## config.mk

```make
export PLATFORM = sky130hd
export DESIGN_NAME = rtc_hms_core_flat
export DESIGN_NICKNAME = d
export VERILOG_FILES = /design/src/rtl/rtc_hms_core_pkg.sv /design/src/rtl/rtc_hms_core_if.sv /design/src/rtl/rtc_hms_core_prescaler.sv /design/src/rtl/rtc_hms_core.sv /design/src/flat_wrapper.sv
export SDC_FILE = /design/constraint.sdc
export NUM_CORES = 1
export LEC_CHECK = 0
export CAP_MARGIN = 5
export CELL_PAD_IN_SITES_DETAIL_PLACEMENT = 0
export CELL_PAD_IN_SITES_GLOBAL_PLACEMENT = 1
export CORE_MARGIN = 2
export CORE_UTILIZATION = 35
export DETAILED_ROUTE_END_ITERATION = 10
export PLACE_DENSITY_LB_ADDON = 0.1
export SLEW_MARGIN = 30
export SYNTH_ARGS = -nofsm -noshare
export SYNTH_HDL_FRONTEND = slang
export SYNTH_SLANG_ARGS = --single-unit
```

## constraint.sdc

```tcl
create_clock -name clk -period 1.9 [get_ports clk]
set_input_delay 0.38 -clock clk [delete_from_list [all_inputs] [get_ports clk]]
set_output_delay 0.38 -clock clk [all_outputs]
set_load 0.02 [all_outputs]
```

## src/rtl/rtc_hms_core_pkg.sv

```systemverilog
// Shared field widths, limits and set-select encodings for the RTC core.
package rtc_pkg;

  localparam int unsigned HOUR_W = 5;
  localparam int unsigned MIN_W  = 6;
  localparam int unsigned SEC_W  = 6;

  localparam logic [SEC_W-1:0]  SEC_MAX  = SEC_W'(59);
  localparam logic [MIN_W-1:0]  MIN_MAX  = MIN_W'(59);
  localparam logic [HOUR_W-1:0] HOUR_MAX = HOUR_W'(23);

  typedef enum logic [1:0] {
    SEL_NONE = 2'd0,
    SEL_SEC  = 2'd1,
    SEL_MIN  = 2'd2,
    SEL_HOUR = 2'd3
  } set_sel_e;

endpackage

```

## src/rtl/rtc_hms_core_if.sv

```systemverilog
// Control, load, alarm and time/display signals of the RTC core.
interface rtc_hms_if;
  import rtc_pkg::*;

  logic              run;
  logic [1:0]        set_sel;
  logic              set_inc;
  logic              load;
  logic [HOUR_W-1:0] ld_hour;
  logic [MIN_W-1:0]  ld_min;
  logic [SEC_W-1:0]  ld_sec;
  logic              mode_12h;
  logic              alarm_wr;
  logic [HOUR_W-1:0] alarm_hour;
  logic [MIN_W-1:0]  alarm_min;
  logic              alarm_arm;

  logic [HOUR_W-1:0] hour;
  logic [MIN_W-1:0]  minute;
  logic [SEC_W-1:0]  second;
  logic [HOUR_W-1:0] hour_disp;
  logic              pm;
  logic              sec_tick;
  logic              min_tick;
  logic              hour_tick;
  logic              day_tick;
  logic              alarm_hit;

  modport master (
    output run, set_sel, set_inc, load, ld_hour, ld_min, ld_sec, mode_12h,
           alarm_wr, alarm_hour, alarm_min, alarm_arm,
    input  hour, minute, second, hour_disp, pm,
           sec_tick, min_tick, hour_tick, day_tick, alarm_hit
  );

  modport slave (
    input  run, set_sel, set_inc, load, ld_hour, ld_min, ld_sec, mode_12h,
           alarm_wr, alarm_hour, alarm_min, alarm_arm,
    output hour, minute, second, hour_disp, pm,
           sec_tick, min_tick, hour_tick, day_tick, alarm_hit
  );

endinterface

```

## src/rtl/rtc_hms_core_prescaler.sv

```systemverilog
// Modulo-PRESCALE counter with enable and synchronous clear; tick at terminal count.
module rtc_prescaler #(
  parameter int unsigned PRESCALE = 65536
) (
  input  logic clk,
  input  logic rst_n,
  input  logic en,
  input  logic clr,
  output logic tick
);

  localparam int unsigned W = $clog2(PRESCALE);
  localparam logic [W-1:0] TERM = W'(PRESCALE - 1);

  logic [W-1:0] cnt;

  assign tick = en && (cnt == TERM);

  always_ff @(posedge clk or negedge rst_n) begin
    if (!rst_n) begin
      cnt <= '0;
    end else if (clr) begin
      cnt <= '0;
    end else if (en) begin
      cnt <= (cnt == TERM) ? '0 : cnt + W'(1);
    end
  end

endmodule

```

## src/rtl/rtc_hms_core.sv

```systemverilog
// Real-time-clock core: hh:mm:ss counters with set/load, 12/24h display and daily alarm.
module rtc_hms_core
  import rtc_pkg::*;
#(
  parameter int unsigned PRESCALE         = 65536,
  parameter bit          ALARM_EN_DEFAULT = 1'b0
) (
  input logic       clk,
  input logic       rst_n,
  rtc_hms_if.slave  bus
);

  logic [HOUR_W-1:0] hour_q, hour_inc, nxt_hour, al_hour_q;
  logic [MIN_W-1:0]  min_q, min_inc, al_min_q;
  logic [SEC_W-1:0]  sec_q, sec_inc;
  logic              armed_q;
  logic              sec_wrap, min_wrap, hour_wrap;
  logic              count_en, tick;
  set_sel_e          sel;

  logic [HOUR_W-1:0] ld_hour_c, al_hour_c;
  logic [MIN_W-1:0]  ld_min_c, al_min_c;
  logic [SEC_W-1:0]  ld_sec_c;

  always_comb begin
    sel       = set_sel_e'(bus.set_sel);
    count_en  = bus.run && (sel == SEL_NONE) && !bus.load;
    sec_wrap  = (sec_q == SEC_MAX);
    min_wrap  = (min_q == MIN_MAX);
    hour_wrap = (hour_q == HOUR_MAX);
    sec_inc   = sec_wrap  ? '0 : sec_q + SEC_W'(1);
    min_inc   = min_wrap  ? '0 : min_q + MIN_W'(1);
    hour_inc  = hour_wrap ? '0 : hour_q + HOUR_W'(1);
    // hour value after a minute rollover, for alarm comparison against the new time
    nxt_hour  = min_wrap ? hour_inc : hour_q;
    ld_hour_c = (bus.ld_hour > HOUR_MAX)    ? '0 : bus.ld_hour;
    ld_min_c  = (bus.ld_min  > MIN_MAX)     ? '0 : bus.ld_min;
    ld_sec_c  = (bus.ld_sec  > SEC_MAX)     ? '0 : bus.ld_sec;
    al_hour_c = (bus.alarm_hour > HOUR_MAX) ? '0 : bus.alarm_hour;
    al_min_c  = (bus.alarm_min  > MIN_MAX)  ? '0 : bus.alarm_min;
  end

  rtc_prescaler #(.PRESCALE(PRESCALE)) u_prescaler (
    .clk   (clk),
    .rst_n (rst_n),
    .en    (count_en),
    .clr   (bus.load),
    .tick  (tick)
  );

  always_ff @(posedge clk or negedge rst_n) begin
    if (!rst_n) begin
      hour_q        <= '0;
      min_q         <= '0;
      sec_q         <= '0;
      bus.sec_tick  <= 1'b0;
      bus.min_tick  <= 1'b0;
      bus.hour_tick <= 1'b0;
      bus.day_tick  <= 1'b0;
      bus.alarm_hit <= 1'b0;
    end else begin
      bus.sec_tick  <= 1'b0;
      bus.min_tick  <= 1'b0;
      bus.hour_tick <= 1'b0;
      bus.day_tick  <= 1'b0;
      bus.alarm_hit <= 1'b0;
      if (bus.load) begin
        hour_q <= ld_hour_c;
        min_q  <= ld_min_c;
        sec_q  <= ld_sec_c;
      end else if (sel != SEL_NONE) begin
        if (bus.set_inc) begin
          case (sel)
            SEL_SEC:  sec_q  <= sec_inc;
            SEL_MIN:  min_q  <= min_inc;
            SEL_HOUR: hour_q <= hour_inc;
            default:  ;
          endcase
        end
      end else if (tick) begin
        sec_q         <= sec_inc;
        bus.sec_tick  <= 1'b1;
        if (sec_wrap) begin
          min_q        <= min_inc;
          bus.min_tick <= 1'b1;
          bus.alarm_hit <= armed_q && (min_inc == al_min_q) && (nxt_hour == al_hour_q);
          if (min_wrap) begin
            hour_q        <= hour_inc;
            bus.hour_tick <= 1'b1;
            bus.day_tick  <= hour_wrap;
          end
        end
      end
    end
  end

  always_ff @(posedge clk or negedge rst_n) begin
    if (!rst_n) begin
      al_hour_q <= '0;
      al_min_q  <= '0;
      armed_q   <= ALARM_EN_DEFAULT;
    end else if (bus.alarm_wr) begin
      al_hour_q <= al_hour_c;
      al_min_q  <= al_min_c;
      armed_q   <= bus.alarm_arm;
    end
  end

  always_comb begin
    bus.hour   = hour_q;
    bus.minute = min_q;
    bus.second = sec_q;
    bus.pm     = (hour_q >= HOUR_W'(12));
    if (!bus.mode_12h)
      bus.hour_disp = hour_q;
    else if (hour_q == '0)
      bus.hour_disp = HOUR_W'(12);
    else if (hour_q > HOUR_W'(12))
      bus.hour_disp = hour_q - HOUR_W'(12);
    else
      bus.hour_disp = hour_q;
  end

endmodule
```

## src/flat_wrapper.sv

```systemverilog
// flat-port wrapper written by rule: the top's interface ports become plain ports
module rtc_hms_core_flat import rtc_pkg::*;
#(
  parameter int unsigned PRESCALE         = 65536,
  parameter bit          ALARM_EN_DEFAULT = 1'b0
)
  (clk, rst_n, bus_run, bus_set_sel, bus_set_inc, bus_load, bus_ld_hour, bus_ld_min, bus_ld_sec, bus_mode_12h, bus_alarm_wr, bus_alarm_hour, bus_alarm_min, bus_alarm_arm, bus_hour, bus_minute, bus_second, bus_hour_disp, bus_pm, bus_sec_tick, bus_min_tick, bus_hour_tick, bus_day_tick, bus_alarm_hit);
  rtc_hms_if bus_i ();
  input logic clk;
  input logic rst_n;
  input wire logic [$bits(bus_i.run)-1:0] bus_run;
  input wire logic [$bits(bus_i.set_sel)-1:0] bus_set_sel;
  input wire logic [$bits(bus_i.set_inc)-1:0] bus_set_inc;
  input wire logic [$bits(bus_i.load)-1:0] bus_load;
  input wire logic [$bits(bus_i.ld_hour)-1:0] bus_ld_hour;
  input wire logic [$bits(bus_i.ld_min)-1:0] bus_ld_min;
  input wire logic [$bits(bus_i.ld_sec)-1:0] bus_ld_sec;
  input wire logic [$bits(bus_i.mode_12h)-1:0] bus_mode_12h;
  input wire logic [$bits(bus_i.alarm_wr)-1:0] bus_alarm_wr;
  input wire logic [$bits(bus_i.alarm_hour)-1:0] bus_alarm_hour;
  input wire logic [$bits(bus_i.alarm_min)-1:0] bus_alarm_min;
  input wire logic [$bits(bus_i.alarm_arm)-1:0] bus_alarm_arm;
  output wire logic [$bits(bus_i.hour)-1:0] bus_hour;
  output wire logic [$bits(bus_i.minute)-1:0] bus_minute;
  output wire logic [$bits(bus_i.second)-1:0] bus_second;
  output wire logic [$bits(bus_i.hour_disp)-1:0] bus_hour_disp;
  output wire logic [$bits(bus_i.pm)-1:0] bus_pm;
  output wire logic [$bits(bus_i.sec_tick)-1:0] bus_sec_tick;
  output wire logic [$bits(bus_i.min_tick)-1:0] bus_min_tick;
  output wire logic [$bits(bus_i.hour_tick)-1:0] bus_hour_tick;
  output wire logic [$bits(bus_i.day_tick)-1:0] bus_day_tick;
  output wire logic [$bits(bus_i.alarm_hit)-1:0] bus_alarm_hit;
  assign bus_i.run = bus_run;
  assign bus_i.set_sel = bus_set_sel;
  assign bus_i.set_inc = bus_set_inc;
  assign bus_i.load = bus_load;
  assign bus_i.ld_hour = bus_ld_hour;
  assign bus_i.ld_min = bus_ld_min;
  assign bus_i.ld_sec = bus_ld_sec;
  assign bus_i.mode_12h = bus_mode_12h;
  assign bus_i.alarm_wr = bus_alarm_wr;
  assign bus_i.alarm_hour = bus_alarm_hour;
  assign bus_i.alarm_min = bus_alarm_min;
  assign bus_i.alarm_arm = bus_alarm_arm;
  assign bus_hour = bus_i.hour;
  assign bus_minute = bus_i.minute;
  assign bus_second = bus_i.second;
  assign bus_hour_disp = bus_i.hour_disp;
  assign bus_pm = bus_i.pm;
  assign bus_sec_tick = bus_i.sec_tick;
  assign bus_min_tick = bus_i.min_tick;
  assign bus_hour_tick = bus_i.hour_tick;
  assign bus_day_tick = bus_i.day_tick;
  assign bus_alarm_hit = bus_i.alarm_hit;
  rtc_hms_core #(.PRESCALE(PRESCALE), .ALARM_EN_DEFAULT(ALARM_EN_DEFAULT)) u_core (.clk(clk), .rst_n(rst_n), .bus(bus_i));
endmodule
```

Yosys cells after proc, flatten, opt, wreduce, memory -nomap -nowiden --
Cells that the tools add are included. W data, S select, Z words.
Word-level totals: input port bits 38, memories 0, bits in latches 0, memory bits (read-only) 0, bits in registers 50, bits in writable memories 0, output and inout bits 28, logic and storage cells 105
Cells by class: divide/modulo/power cells 0, reductions and logical operators 15, multiplexer cells 53, shifts and indexed selects 0, eq/ne operators 13, add/subtract/negate cells 5, bitwise operators 0, $lt $le $gt $ge 7, multipliers 0
Operator list (number):
- $mux W6 | 16
- $mux W5 | 13
- $mux W16 | 3
- $mux W1 | 21
- $gt A6 B6 Y1 const B | 3
- $add A16 B1 Y16 const B | 1
- $eq A16 B16 Y1 const B | 1
- $add A6 B1 Y6 const B | 2
- $eq A6 B6 Y1 const B | 2
- $ne A3 B3 Y1 const B | 4
- $gt A5 B5 Y1 const B | 2
- $reduce_and A4 Y1 | 2
- $eq A6 B6 Y1 | 1
- $reduce_bool A3 Y1 | 2
- $add A5 B1 Y5 const B | 1
- $eq A5 B5 Y1 | 1
- $eq A5 B5 Y1 const B | 1
- $ge A5 B4 Y1 const B | 1
- $gt A5 B4 Y1 const B | 1
- $logic_and A1 B1 Y1 | 5
- $logic_not A5 Y1 | 1
- $sub A5 B4 Y5 const B | 1
- $eq A2 B2 Y1 const B | 2
- $reduce_bool A2 Y1 | 2
- other kinds (4) | 4

Depth between registers and ports, before layout --
depth after elaboration 9, depth in mapped cells 9, depth with buffers taken out 8

Modules after synthesis --
A second synthesis with hierarchy kept.
Second synthesis, totals: cells, all modules 363, area total of the unflattened synthesis 3208.1 um2
Modules (own cells, without submodules):
- rtc_hms_core | area an instance 2282.2 um2, times used 1, cells an instance 269, sequential area each 850.8 um2
- rtc_prescaler | area an instance 925.9 um2, times used 1, cells an instance 94, sequential area each 400.4 um2

Worst setup path before layout --
OpenSTA, ideal clock, no wires.
path kind register to output, start register u_core.hour_q[3] (netlist: u_core.bus.hour[3]), end output bus_hour_disp[4], data arrival time 1893 ps, path buffers 1, path slack -373 ps, cell stages (with the launch flop) 5, path through dfrtp_1 ha_1 clkbuf_1 or4_1 a21boi_0
Between the ends: word-level cells in the longest chain between the ends 4
Ends and longest elaborated chain:
- start: declaration | RTL line rtc_hms_core.sv:13 | logic [HOUR_W-1:0] hour_q, hour_inc, nxt_hour, al_hour_q;
- start signal: assignment | RTL line rtc_hms_core.sv:68 | hour_q <= ld_hour_c;
- start signal: assignment | RTL line rtc_hms_core.sv:76 | SEL_HOUR: hour_q <= hour_inc;
- start signal: assignment | RTL line rtc_hms_core.sv:88 | hour_q <= hour_inc;
- $sub A5 B4 Y5 / $gt A5 B4 Y1 (equally long branches) | RTL line rtc_hms_core.sv:119, rtc_hms_core.sv:118
- $mux W5 | RTL line rtc_hms_core.sv:118 | else if (hour_q > HOUR_W'(12))
- $mux W5 (*) | RTL line rtc_hms_core.sv:116 | else if (hour_q == '0)
- $mux W5 (*) | RTL line rtc_hms_core.sv:114 | if (!bus.mode_12h)
- end: declaration | RTL line flat_wrapper.sv:26 | output wire logic [$bits(bus_i.hour_disp)-1:0] bus_hour_disp;
Mark *: on every way between the ends. The rest lies on a longest branch, timed or not.

Final worst setup path --
start register u_core.hour_q[2] (netlist: u_core.bus.hour[2]), end output bus_hour_disp[4]
Same word-level chain as after synthesis.

==> impl_results.md <==
* Sink Count at 50
* Cell leakage power at 2.26 nW
* GRT overflow at 0
* Clock root cell: clkbuf_8
* Share of layout cells above drive strength 1 at 36.1%
* Net switching power at 1.07 mW
* Gpl congestion at 0.792
* Final period util at 108%
* Synth Register Bits at 50
* Sequential share of power at 36.7%
* Critical Path End: bus_hour_disp[4]
* Port Buffers at 65
* Crit-path cells: ha_4, or4_4, a21boi_4, buf_6
* Synth Instances at 359
* Clock power share at 24.2%
* Max Cap Viol at 0
* R2R Setup Slk at -0.05 ns
* CTS clk-pin slew, worst paths at 0.11 ns
* Antenna cells at 0
* CTS max path bufs at 2
* Hold/Removal Path Class: in2async
* TritonCTS Buffers at 5
* Crit path time final at 2.04 ns
* Worst slew margin at 45.9%
* Synth area leader: dfrtp_1
* CP Capture Type: output pin
* Worst Setup SP: u_core.bus.hour[2]
* Ys async rst share at 100%
* Top FF cell, synth: dfrtp_1
* Register area share after synthesis at 39.4%
* Combinational share of power at 39.0%
* Chip Height at 99.2 µm
* Req. time, crit path at 1.52 ns
* Power consumption at 3.28 mW
* Top cell type's share of synthesized area at 39.4%
* RSZ-0062 raised after global routing: true
* Status: finished, violations left
* Bufs and invs on worst path at 1
* Syn Nets at 405
* DRC Markers at 0
* All-Layer GR Usage at 18.8%
* Initial Util at 36.2%
* Num rows at 34
* Top post-synthesis cells by area: dfrtp_1, o21ai_0, nand3_1
* Layout area overhead at 62.7%
* Fillers at 788
* CTS tree: yes
* Die area at 0.00984 mm²
* Data arrival, critical path at 1.66 ns
* Tightest Pin Transition at 0.809 ns
* Ports at 66
* Worst-path cell with the longest stage delay: or4_4
* Slowest stage delay, CP at 0.49 ns
* Crit-path max FO at 2
* Switching fraction of total power at 32.6%
* # placed instances at 590
* Worst-Skew Late Latency at 0.32 ns
* Worst path depth at 4
* Vias in the first global route at 3153
* Initial antenna violation count at 0
* Reg2reg start: u_core.u_prescaler.cnt[1]
* Failing checks: setup timing
* Commonest cells after routing, fill and taps aside: buf_4, clkdlybuf4s50_1, dfrtp_1
* Initial DRC Count at 146
* Hold_ws at 0.0514 ns
* Fmax at 489 MHz
* Avg Inst Size Synth at 8.84 µm²
* Final nets at 558
* Vias/cell at 5.28
* Global-route wire length before repair at 15000 µm
* Critical Path Start Type: flip-flop
* Peak VDD IR at 0.311 mV
* Drt wl/cell at 15.1 µm
* Largest net degree at the start of global routing at 32
* Design area at 0.00516 mm²
* Crit Path Class: reg2out
* Die Wd at 99.2 µm
* Final Skew at 0.0174 ns
* Reg2Reg Capture Point: u_core.bus.second[2]
* Cell Pwr Density at 636 mW/mm²
* WL final at 9390 µm
* Antenna Violating Nets Remaining at 0
* Leading cell type in the layout, fill and taps excluded: buf_4
* Worst path top cell family by delay: simple AND/OR/NAND/NOR gates
* Fin. max-slew vios at 0
* Total number of vias at 3280
* DP Worst Slack at -0.645 ns
* Yosys warning total at 0
* Synth cell types at 62
* # setup viols final at 11
* FF-to-FF path depth at 7
* Hold_buf cts at 0
* Post-synth EDFFs at 0
* Multi-input logic area at 0.00209 mm²
* Setup slack after layout at -0.145 ns
* Detailed Routing Iterations Pass 1 at 4
* Post-Syn Area at 0.00317 mm²
* Hpwl dp at 6770 µm
* Core Region at 0.00876 mm²
* DP Area at 0.00451 mm²
* Max H-tree Level at 2
* Layout Cells excl Fill at 621
* Cell internal pwr at 2.21 mW
* Register area at 0.00126 mm²
* Final hold vios at 0
[flip-flops by register name (all words and copies together) (netlist names), 5 cells and up]
name	cells
u_core.al_hour_q	5
u_core.al_min_q	6
u_core.bus.hour	5
u_core.bus.minute	6
u_core.bus.second	6
u_core.u_prescaler.cnt	16
[metal layers]
| metal | global-route usage [%] | vias to the layer above | part of all wire (%) |
|---|---|---|---|
| li1 | - | 1626 | - |
| met1 | 25.6 | 1577 | 47 |
| met2 | 31.3 | 67 | 48 |
| met3 | 3.30 | 10 | 4.2 |
| met4 | 4.32 | 0 | 1.1 |
| met5 | 0 | - | 0 |
[worst reg2reg max path, stage by stage (launching register included)]
cell     delay (ns)
dfrtp_1        0.38
ha_2           0.19
nand4_1        0.14
or4_4          0.59
o22ai_4        0.23
nand2_1        0.09
mux2i_1        0.15
o21ai_1        0.07
[worst min path at each step]
| stage | end | startpoint | slack [ns] |
|---|---|---|---|
| 2_1_floorplan | u_core.al_hour_q[0] | rst_n | 0.08 |
| 3_3_place_gp | u_core.u_prescaler.cnt[11] | rst_n | 0.41 |
| 3_5_place_dp | u_core.u_prescaler.cnt[11] | rst_n | 0.41 |
| 4_1_cts | u_core.u_prescaler.cnt[11] | rst_n | 0.06 |
| 5_1_grt | u_core.u_prescaler.cnt[11] | rst_n | 0.06 |
| 6_report | u_core.u_prescaler.cnt[11] | rst_n | 0.05 |
[power groups by stage]
| stage | clock network [mW] | registers (mW) | logic (mW) |
|---|---|---|---|
| after global routing | 0.882 | 1.22 | 1.38 |
| after detailed placement | 0 | 1.22 | 1.05 |
| after floorplan | 0 | 1.29 | 0.450 |
| after CTS | 0.823 | 1.20 | 1.18 |
| after global placement | 0 | 1.21 | 1.05 |
| final | 0.796 | 1.21 | 1.28 |
[cell type report]
type | instances | share of cell area (%)
clock buffer | 5 | 1.33
clock inverter | 3 | 0.945
inverter | 16 | 1.36
multi-input combinational | 277 | 40.6
sequential | 50 | 24.4
tap | 108 | 2.62
timing repair buffer | 162 | 28.8
[metrics by stage]
step           utilization [%]  TNS, ns
2_1_floorplan                -  -0.0993
3_3_place_gp              51.5    -6.59
3_5_place_dp              51.5    -7.43
4_1_cts                   55.5   -0.749
5_1_grt                   58.9    -3.32
6_report                  58.9   -0.680
[cell families after synthesis]
logic type,count (synthesis),synth area share (%)
XOR/XNOR,14,3.86
buffers and inverters,32,4.46
flip-flops,50,39.4
multiplexers,10,3.19
AND/OR/NAND/NOR,133,23.1
AO/OA/AOI/OAI,112,22.8
adder cells (fa/ha/maj),8,3.15
[Yosys cell counts, types with 3 or more instances]
| cell type | count |
|---|---|
| nor4_1 | 3 |
| ha_1 | 8 |
| o21ai_0 | 40 |
| mux2i_1 | 9 |
| xor2_1 | 7 |
| and2_1 | 3 |
| o211ai_1 | 3 |
| nand2_1 | 31 |
| nor2b_1 | 3 |
| nand3_1 | 24 |
| buf_2 | 5 |
| a22o_1 | 11 |
| nor3_1 | 4 |
| a31oi_1 | 6 |
| clkbuf_1 | 8 |
| o21ai_1 | 7 |
| xnor2_1 | 7 |
| a21oi_1 | 17 |
| and3_1 | 9 |
| o31ai_1 | 4 |
| nand3b_1 | 3 |
| nor2_1 | 28 |
| inv_1 | 16 |
| nand4_1 | 6 |
| dfrtp_1 | 50 |
[timing repair]
item,in CTS,in global routing
endpoints found under the hold margin,0,0
pin swaps,19,23
buffers inserted,13,13
resized for setup,83,60
setup endpoints to repair,30,40
Note: power is estimated with default switching activity, not from simulation.
==> patch: new RTL, same settings <==
`ALARM_EN_DEFAULT` is set to 1'b0 in 2 places; all go to 1'b1.
--- a/src/rtl/rtc_hms_core.sv
+++ b/src/rtl/rtc_hms_core.sv
@@ -3,7 +3,7 @@
   import rtc_pkg::*;
 #(
   parameter int unsigned PRESCALE         = 65536,
-  parameter bit          ALARM_EN_DEFAULT = 1'b0
+  parameter bit          ALARM_EN_DEFAULT = 1'b1
 ) (
   input logic       clk,
   input logic       rst_n,
--- a/src/flat_wrapper.sv
+++ b/src/flat_wrapper.sv
@@ -2,7 +2,7 @@
 module rtc_hms_core_flat import rtc_pkg::*;
 #(
   parameter int unsigned PRESCALE         = 65536,
-  parameter bit          ALARM_EN_DEFAULT = 1'b0
+  parameter bit          ALARM_EN_DEFAULT = 1'b1
 )
   (clk, rst_n, bus_run, bus_set_sel, bus_set_inc, bus_load, bus_ld_hour, bus_ld_min, bus_ld_sec, bus_mode_12h, bus_alarm_wr, bus_alarm_hour, bus_alarm_min, bus_alarm_arm, bus_hour, bus_minute, bus_second, bus_hour_disp, bus_pm, bus_sec_tick, bus_min_tick, bus_hour_tick, bus_day_tick, bus_alarm_hit);
   rtc_hms_if bus_i ();
Behaviour: no difference found for any inputs over 10 cycles, from zero or initial values and one cycle with rst_n low; that may be too few to reach the edited logic, so the function may still have changed.
==> patch against the original RTL <==
The flow still finishes with violations (negative setup slack); final cell count decreased by 1.4%; final area is 2.1% lower; register-to-register slack worse by 0.11 ns; routed wire length decreased by 1.7%; synthesized cell count unchanged; total power shrank 2.7%; synthesized area is essentially flat; count of clock-buffer cells in the layout increased by 1; worst setup slack lost 0.015 ns; sequential share of layout area increased by 0.49 points; sequential cell count is the same; critical endpoint is now u_core.bus.second[3]$_DFFE_PN0P_; largest cell class unchanged.
==> patch: results (changes against the original RTL) <==
stage	metric	value	unit	change
logic_synthesis	netlist_top_cells_count	dfrtp_1 (49), o21ai_0 (40), nand2_1 (31), nor2_1 (28), nand3_1 (24)		
grt	grt_use_met3	0.0309		-0.00211
detailed_routing	route.met3.wl	450	um	+15%
setup_path	path_class	flip-flop to flip-flop		
grt	grt_usage	0.183		-0.00435
sta	hold_ws	0.0343	ns	-0.0172 ns
placement	hpwl	6.67	mm	-1.6%
power_and_ir_drop	leakage	2.17	nW	-4.3%
setup_path	critPathArrivalTime	2.25	ns	+0.59 ns
grt	use_met2	0.287		-0.0260
cells_and_area	layout.cells.non_filler	612		-1.4%
power_and_ir_drop	swShare	0.322		-0.00372
clock_tree	post_cts_resized	61		-27%
logic_synthesis	seq_area_frac_synth	0.395		about the same
grt	grt_pass1_wl	14.8	mm	-0.92%
placement	dp_slack	-0.633	ns	+0.0120 ns
setup_path	r2r_end	u_core.bus.second[3]$_DFFE_PN0P_		
run_status	status	complete, but fails checks		
detailed_routing	wl_met1	4.45	mm	+1.1%
setup_path	cp_max_fo	5		+3
power_and_ir_drop	vdd_drop_max	0.353	mV	+14%
logic_synthesis	syn_area_per_cell	8.84	um2	about the same
setup_path	crit_start	u_core.u_prescaler.cnt[1]$_DFFE_PN0P_		
sta	fin_ws	-0.159	ns	-0.0146 ns
sta	setup_violations	27		+16
run_status	violations	negative setup slack		
sta	worst_clock_skew	0.0115	ns	-0.00591 ns
placement	place_congestion	0.776		-2.0%
logic_synthesis	synth_xor_area_frac	0.0386		about the same
-- patch: layout make-up --
type / count / area (um2)
multi-input cells: 278 / 2100
flip-flops and latches: 50 / 1260
inverters: 16 / 65.1
clock buffers: 6 / 72.6
clock inverters: 2 / 37.5
well taps: 108 / 135
repair buffers: 152 / 1390
fillers: 812 / 3710
-- patch: stage by stage --
stage / utilization / area (um2)
global placement: 0.515 / 4510
floorplan: - / 3250
detailed placement: 0.515 / 4510
finish: 0.577 / 5050
global route: 0.577 / 5050
CTS: 0.542 / 4750
-- patch: worst max-delay path, stage by stage, from the launching register on --
cell	delay, ns
dfrtp_1	0.38
ha_2	0.19
nand4_1	0.13
or4_4	0.66
o22ai_4	0.24
o21ai_1	0.10
a21oi_1	0.17
o21ai_1	0.08
-- patch: power groups by stage --
stage               Sequential (mW)  Combinational, mW  Clock (mW)
global placement               1.22               1.04           0
detailed placement             1.22               1.04           0
global route                   1.21               1.33       0.842
CTS                            1.20               1.12       0.798
floorplan                      1.29              0.450           0
finish                         1.20               1.22       0.772
